**src/rtl/serial_subtractor.sv**
```systemverilog
// Bit-serial subtractor: a - b - bin, LSB first, one full-subtractor cell and a registered borrow.
// Optional signed-overflow output ovf is enabled by defining SERIAL_SUB_OVERFLOW_EN.
module serial_subtractor #(
    parameter int WIDTH = 4
) (
    input  logic             clk,
    input  logic             rst_n,
    input  logic             start,
    input  logic [WIDTH-1:0] a,
    input  logic [WIDTH-1:0] b,
    input  logic             bin,
    output logic             busy,
    output logic             done,
    output logic [WIDTH-1:0] diff,
    output logic             bout
`ifdef SERIAL_SUB_OVERFLOW_EN
    ,
    output logic             ovf
`endif
);

    localparam int CW = $clog2(WIDTH) + 1;

    typedef enum logic [1:0] {
        IDLE = 2'd0,
        RUN  = 2'd1,
        DONE = 2'd2
    } state_t;

    state_t           state_q;
    logic [WIDTH-1:0] a_q;
    logic [WIDTH-1:0] b_q;
    logic [WIDTH-1:0] sh_q;
    logic [WIDTH-1:0] sh_d;
    logic             br_q;
    logic             br_d;
    logic             d_s;
    logic             last_s;
    logic [CW-1:0]    cnt_q;
    logic             busy_q;
    logic             done_q;
    logic [WIDTH-1:0] diff_q;
    logic             bout_q;
`ifdef SERIAL_SUB_OVERFLOW_EN
    logic             amsb_q;
    logic             bmsb_q;
    logic             ovf_q;
    logic             ovf_d;
`endif

    // Returns {borrow_out, difference} of one full-subtractor cell.
    function automatic logic [1:0] full_sub(input logic x, input logic y, input logic bi);
        full_sub = {(~x & y) | (~x & bi) | (y & bi), x ^ y ^ bi};
    endfunction

    // Single-bit datapath: current cell result and next shift-register contents.
    always_comb begin
        {br_d, d_s} = full_sub(a_q[0], b_q[0], br_q);
        sh_d        = (sh_q >> 1) | (WIDTH'(d_s) << (WIDTH - 1));
        last_s      = (cnt_q == CW'(WIDTH - 1));
`ifdef SERIAL_SUB_OVERFLOW_EN
        ovf_d       = (amsb_q != bmsb_q) && (d_s != amsb_q);
`endif
    end

    // Control FSM with operand/result registers and registered handshake outputs.
    always_ff @(posedge clk or negedge rst_n) begin
        if (!rst_n) begin
            state_q <= IDLE;
            a_q     <= '0;
            b_q     <= '0;
            sh_q    <= '0;
            br_q    <= 1'b0;
            cnt_q   <= '0;
            busy_q  <= 1'b0;
            done_q  <= 1'b0;
            diff_q  <= '0;
            bout_q  <= 1'b0;
`ifdef SERIAL_SUB_OVERFLOW_EN
            amsb_q  <= 1'b0;
            bmsb_q  <= 1'b0;
            ovf_q   <= 1'b0;
`endif
        end else begin
            case (state_q)
                IDLE: begin
                    done_q <= 1'b0;
                    if (start) begin
                        a_q     <= a;
                        b_q     <= b;
                        br_q    <= bin;
                        cnt_q   <= '0;
                        busy_q  <= 1'b1;
                        state_q <= RUN;
`ifdef SERIAL_SUB_OVERFLOW_EN
                        amsb_q  <= a[WIDTH-1];
                        bmsb_q  <= b[WIDTH-1];
`endif
                    end
                end
                RUN: begin
                    a_q   <= a_q >> 1;
                    b_q   <= b_q >> 1;
                    br_q  <= br_d;
                    sh_q  <= sh_d;
                    cnt_q <= cnt_q + CW'(1);
                    // Results become visible only on the edge that finishes the last bit.
                    if (last_s) begin
                        state_q <= DONE;
                        busy_q  <= 1'b0;
                        done_q  <= 1'b1;
                        diff_q  <= sh_d;
                        bout_q  <= br_d;
`ifdef SERIAL_SUB_OVERFLOW_EN
                        ovf_q   <= ovf_d;
`endif
                    end
                end
                DONE: begin
                    done_q  <= 1'b0;
                    state_q <= IDLE;
                end
                default: begin
                    busy_q  <= 1'b0;
                    done_q  <= 1'b0;
                    state_q <= IDLE;
                end
            endcase
        end
    end

    assign busy = busy_q;
    assign done = done_q;
    assign diff = diff_q;
    assign bout = bout_q;
`ifdef SERIAL_SUB_OVERFLOW_EN
    assign ovf  = ovf_q;
`endif

endmodule

```
**config.mk**
```make
export PLATFORM = sky130hd
export DESIGN_NAME = serial_subtractor
export DESIGN_NICKNAME = d
export VERILOG_FILES = /design/src/rtl/serial_subtractor.sv
export SDC_FILE = /design/constraint.sdc
export NUM_CORES = 1
export LEC_CHECK = 0
export CORE_ASPECT_RATIO = 1.5
export CORE_UTILIZATION = 24
export DETAILED_ROUTE_END_ITERATION = 10
export GPL_ROUTABILITY_DRIVEN = 0
export GPL_TIMING_DRIVEN = 0
export PLACE_DENSITY = 0.44
export SYNTH_ARGS = -nofsm -noshare
export SYNTH_HDL_FRONTEND = slang
export SYNTH_SLANG_ARGS = --single-unit
export TNS_END_PERCENT = 100
```
**constraint.sdc**
```tcl
create_clock -name clk -period 3.05 [get_ports clk]
set_input_delay 0.61 -clock clk [delete_from_list [all_inputs] [get_ports clk]]
set_output_delay 0.61 -clock clk [all_outputs]
set_load 0.005 [all_outputs]
```
* Word-level counts from Yosys, hierarchy flattened
Cells that the tools add are included.
** Storage, ports and cells
- Flip-flop bits (word level) :: 25
- Bits of input ports :: 12
- Output and inout port bits :: 7
- Logic and storage cells :: 48
** Cells by class
- Add/subtract/negate cells :: 1
- Equality and inequality tests :: 5
- Muxes and demuxes :: 16
- Bitwise operators :: 10
- Reduce and logical (&&, ||, !) cells :: 6
** Operator list (count)
- 4-bit one-hot mux with 2 select lines :: 2
- 4-bit two-way mux :: 2
- 3-bit one-hot mux with 2 select lines :: 1
- 2-bit AND reduction :: 3
- 1-bit two-way mux :: 5
- 2-bit two-way mux :: 2
- 2-bit inequality test (second input constant) :: 2
- 3-bit by 4-bit bitwise OR with 4-bit output :: 1
- 2-bit one-hot mux with 2 select lines :: 1
- 3-bit by 1-bit adder with 3-bit output (second input constant) :: 1
- 1-bit AND :: 3
- 3-bit by 2-bit == test with 1-bit output (second input constant) :: 1
- 3-bit two-way mux :: 1
- 1-bit one-hot mux with 3 select lines :: 1
- 3-bit AND reduction :: 1
- 2-bit by 1-bit == test with 1-bit output (second input constant) :: 1
- 2-bit == test (second input constant) :: 1
- 2-bit zero test :: 1
- 1-bit inverter :: 2
- 1-bit bitwise OR :: 2
- 1-bit one-hot mux with 2 select lines :: 1
- 2-bit nonzero test :: 1
- 1-bit bitwise XOR :: 2

* Longest topological paths before layout
- Word-level depth :: 5
- Gate-level depth with buffers :: 5
- Mapped depth without buffers :: 5

* Worst setup path before layout
No wires, ideal clock.
- Path kind :: register to register
- Start :: register cnt_q[0]
- End :: register bout_q (netlist: bout)
- Setup time :: 125 ps
- Data arrival time :: 1217 ps
- Required time :: 2925 ps
- Setup slack :: 1708 ps
- Cell stages (with the launch flop) :: 5
- Path buffers :: 0
- Clock period less this slack :: 1342 ps
- Path through :: dfrtp_1 -> ha_1 -> ha_1 -> nand3b_4 -> mux2_4
** On the way
- Longest elaborated chain between the ends :: 2
** RTL lines
- start: declaration :: line 39 : logic [CW-1:0] cnt_q;
- start signal: assignment :: line 106 : cnt_q <= cnt_q + CW'(1);
- 3-bit by 2-bit == test with 1-bit output :: line 60 : last_s = (cnt_q == CW'(WIDTH - 1));
- 2-bit AND reduction (no source line)
- end signal: assignment :: line 113 : bout_q <= br_d;
- end: declaration :: line 43 : logic bout_q;
No other way between the ends.
A chain may end at the register's enable or synchronous reset.

* Final worst setup path
- Start :: register busy_q (netlist: busy)
- End :: output port busy
** RTL lines
- start: declaration :: line 40 : logic busy_q;
- start signal: assignment :: line 75 : busy_q <= 1'b0;
- start signal: assignment :: line 93 : busy_q <= 1'b1;
- start signal: assignment :: line 110 : busy_q <= 1'b0;
- end: declaration :: line 12 : output logic busy,
No word-level cell between the ends.

==> flow_summary.json <==
{
  "diodes": 0,
  "maxCapViolCount": 0,
  "worstSkewPairLatency_ns": 0.27,
  "synth.ff_latch_count": 24,
  "cts_buffers": 3,
  "rrSetupSlack_ns": 1.58,
  "synth_area_mm2": 0.00110,
  "critPathBufInv": 1,
  "hp-class": "flip-flop to flip-flop",
  "drtIter0Drc": 43,
  "place_inst": 151,
  "synth_fp_nets": 102,
  "slew_headroom_pct": 27.3,
  "placementRows": 29,
  "worst-path-max-fanout": 3,
  "fp.dieArea_mm2": 0.00488,
  "synth_cell_types": 24,
  "cp_num_cells": 1,
  "worstSetupStartpointType": "flip-flop",
  "clkPwrFrac_pct": 19.8,
  "most-common-layout-cells": "24 x dfrtp_1, 18 x clkdlybuf4s50_1",
  "end_kind": "primary output",
  "postSynthCellCount": 87,
  "post_cts_buffers": 0,
  "synthAdderAreaFrac_pct": 4.08,
  "fin_skew_ns": 0.00239,
  "grt_pass1_wl_um": 3790,
  "grt_max_degree": 25,
  "syn2layout_area_growth_pct": 28.0,
  "synth_warnings": 0,
  "synthSimpleGateAreaFrac_pct": 12.9,
  "cp_data_arrival_time_ns": 1.16,
  "antenna_left": 0,
  "swShare_pct": 31.0,
  "fin_crit_ns": 1.77,
  "grt_pass1_vias": 789,
  "h-tree-depth": 1,
  "ir_worst_vdd_v": 0.000202,
  "outcome": "finished with violations",
  "grt_use_total_pct": 10.4,
  "synth_top_family_by_area": "compound AO/OA/AOI/OAI gates",
  "hp-start": "diff[3]$_DFFE_PN0P_",
  "async_reset_ff_share_pct": 100,
  "synth-xor-area-share_pct": 0,
  "worst_pin_slew_ns": 1.09,
  "pwr-share-comb_pct": 42.2,
  "ios": 19,
  "synth_flop_cell": "dfrtp_1",
  "cts_resized": 0,
  "min_path_cells": 2,
  "crit_family": "buffers and inverters",
  "muxShareOfSynthArea_pct": 7.48,
  "max_stage_delay_ns": 0.51,
  "route.detailed.drc": 3,
  "instances_no_fill": 155,
  "r2r_start": "cnt_q[0]$_DFFE_PN0P_",
  "required_ns": 2.44,
  "start_util_pct": 25.6,
  "hold_ws_ns": 0.484,
  "dp_hpwl_um": 1600,
  "hold_buffers": 0,
  "vias": 744,
  "finalSetupTns_ns": 0,
  "first_pass_iters": 9,
  "r2r_end": "diff[2]$_DFFE_PN0P_",
  "final_common_cell": "dfrtp_1",
  "hold_end": "diff[3]$_DFFE_PN0P_",
  "cts_tree": "built",
  "clock_tree.root_cell": "clkbuf_8",
  "fp.coreArea_mm2": 0.00432,
  "antenna_found_initial": 0,
  "cp_cell_sequence": "clkdlybuf4s50_1",
  "rsz0062_at_grt": "no",
  "routed_wirelength_um": 2220,
  "finalSetupViolCount": 0,
  "slowest_stage": "clkdlybuf4s50_1",
  "powerDensity_mw_per_mm2": 1020,
  "grt_overflow": 0,
  "p_leak_nw": 0.630,
  "hold_viol": 0,
  "synth_edf_count": 0,
  "slew_violations": 0,
  "fin_nets": 125,
  "ys_seq_area_share_pct": 54.4,
  "clock-sinks": 24,
  "power.switching_w": 0.000445,
  "fmax_mhz": 565,
  "die_width_um": 57.4,
  "layout-drive-gt1-share_pct": 15.6,
  "clkTransAtPathRegs_ns": 0.09,
  "viasPerCell": 4.80,
  "final.period_utilization_pct": 58.0,
  "cts_buffer_depth": 2,
  "die_height_um": 85.1,
  "pwr-share-seq_pct": 38.0,
  "synth-compound-area-share_pct": 14.5,
  "ff2ff_path_depth": 4,
  "avgSynthCellArea_um2": 12.7,
  "internal_power_w": 0.000992,
  "io_buffers": 18,
  "routedWlPerCell_um": 14.3,
  "setup.worst_path.class": "flip-flop to primary output",
  "violations": "design-rule violations"
}
-- cells in the mapped netlist (2+ instances only) --
cell type | instances | area, um2
inv_1 | 6 | 22.5
buf_6 | 4 | 45.0
nand2_1 | 5 | 18.8
dfrtp_1 | 24 | 601
ha_1 | 2 | 25.0
nor2_1 | 5 | 18.8
o21ai_0 | 6 | 30.0
a21oi_1 | 3 | 15.0
o22ai_1 | 2 | 12.5
mux2_2 | 2 | 22.5
nand2b_1 | 2 | 12.5
mux2_4 | 4 | 60.1
nand3b_1 | 6 | 45.0
o221a_1 | 6 | 67.6
-- metrics by stage --
step | setup WS [ns] | cell area [um2] | util, % | total power (W)
4_1_cts | 1.26 | 1410 | 32.7 | 0.00146
3_3_place_gp | 1.08 | 1340 | 31.1 | 0.00116
6_report | 1.28 | 1410 | 32.7 | 0.00144
3_5_place_dp | 1.04 | 1340 | 31.1 | 0.00117
5_1_grt | 1.21 | 1410 | 32.7 | 0.00155
2_1_floorplan | 1.71 | 1100 | - | 0.000969
-- layout make-up --
class | instances | area, um2
fillers | 454 | 2910
flip-flops and latches | 24 | 601
multi-input cells | 52 | 430
repair buffers | 18 | 180
well taps | 46 | 57.6
plain buffers | 5 | 50.0
clock buffers | 3 | 41.3
clock inverters | 1 | 30.0
inverters | 6 | 22.5
-- how the worst max path moves through the flow --
stage / start / end
2_1_floorplan: cnt_q[0]$_DFFE_PN0P_ / bout$_DFFE_PN0P_
3_3_place_gp: rst_n / done$_DFFE_PN0N_
3_5_place_dp: rst_n / done$_DFFE_PN0N_
4_1_cts: busy$_DFFE_PN0P_ / busy
5_1_grt: rst_n / a_q[3]$_DFFE_PN0P_
6_report: busy$_DFFE_PN0P_ / busy
-- state kept, by name (all words and copies together), names as in the netlist --
| name | flops |
|---|---|
| a_q | 4 |
| b_q | 4 |
| diff | 4 |
| cnt_q | 3 |
| sh_q | 3 |
| state_q | 2 |
| bout | 1 |
| br_q | 1 |
| busy | 1 |
| done | 1 |
-- per-layer routing --
layer | part of all wire, % | vias to the layer above | track usage, %
li1 | - | 348 | -
met5 | 0 | - | 0
met1 | 43 | 372 | 12.1
met4 | 2.3 | 0 | 5.99
met2 | 50 | 20 | 17.8
met3 | 4.4 | 4 | 1.68
-- cells by family after synthesis --
kind of cell	Yosys count
multiplexers	6
buffers and inverters	11
adder cells (fa/ha/maj)	3
AND/OR/NAND/NOR	22
flip-flops	24
AO/OA/AOI/OAI	21
-- power by group through the flow --
stage	Sequential, W	Combinational [W]	Clock, W
floorplan	0.000538	0.000430	0
global placement	0.000550	0.000609	0
detailed placement	0.000556	0.000617	0
CTS	0.000549	0.000621	0.000290
global route	0.000567	0.000687	0.000294
finish	0.000546	0.000606	0.000284
(Power assumes the default switching activity.)
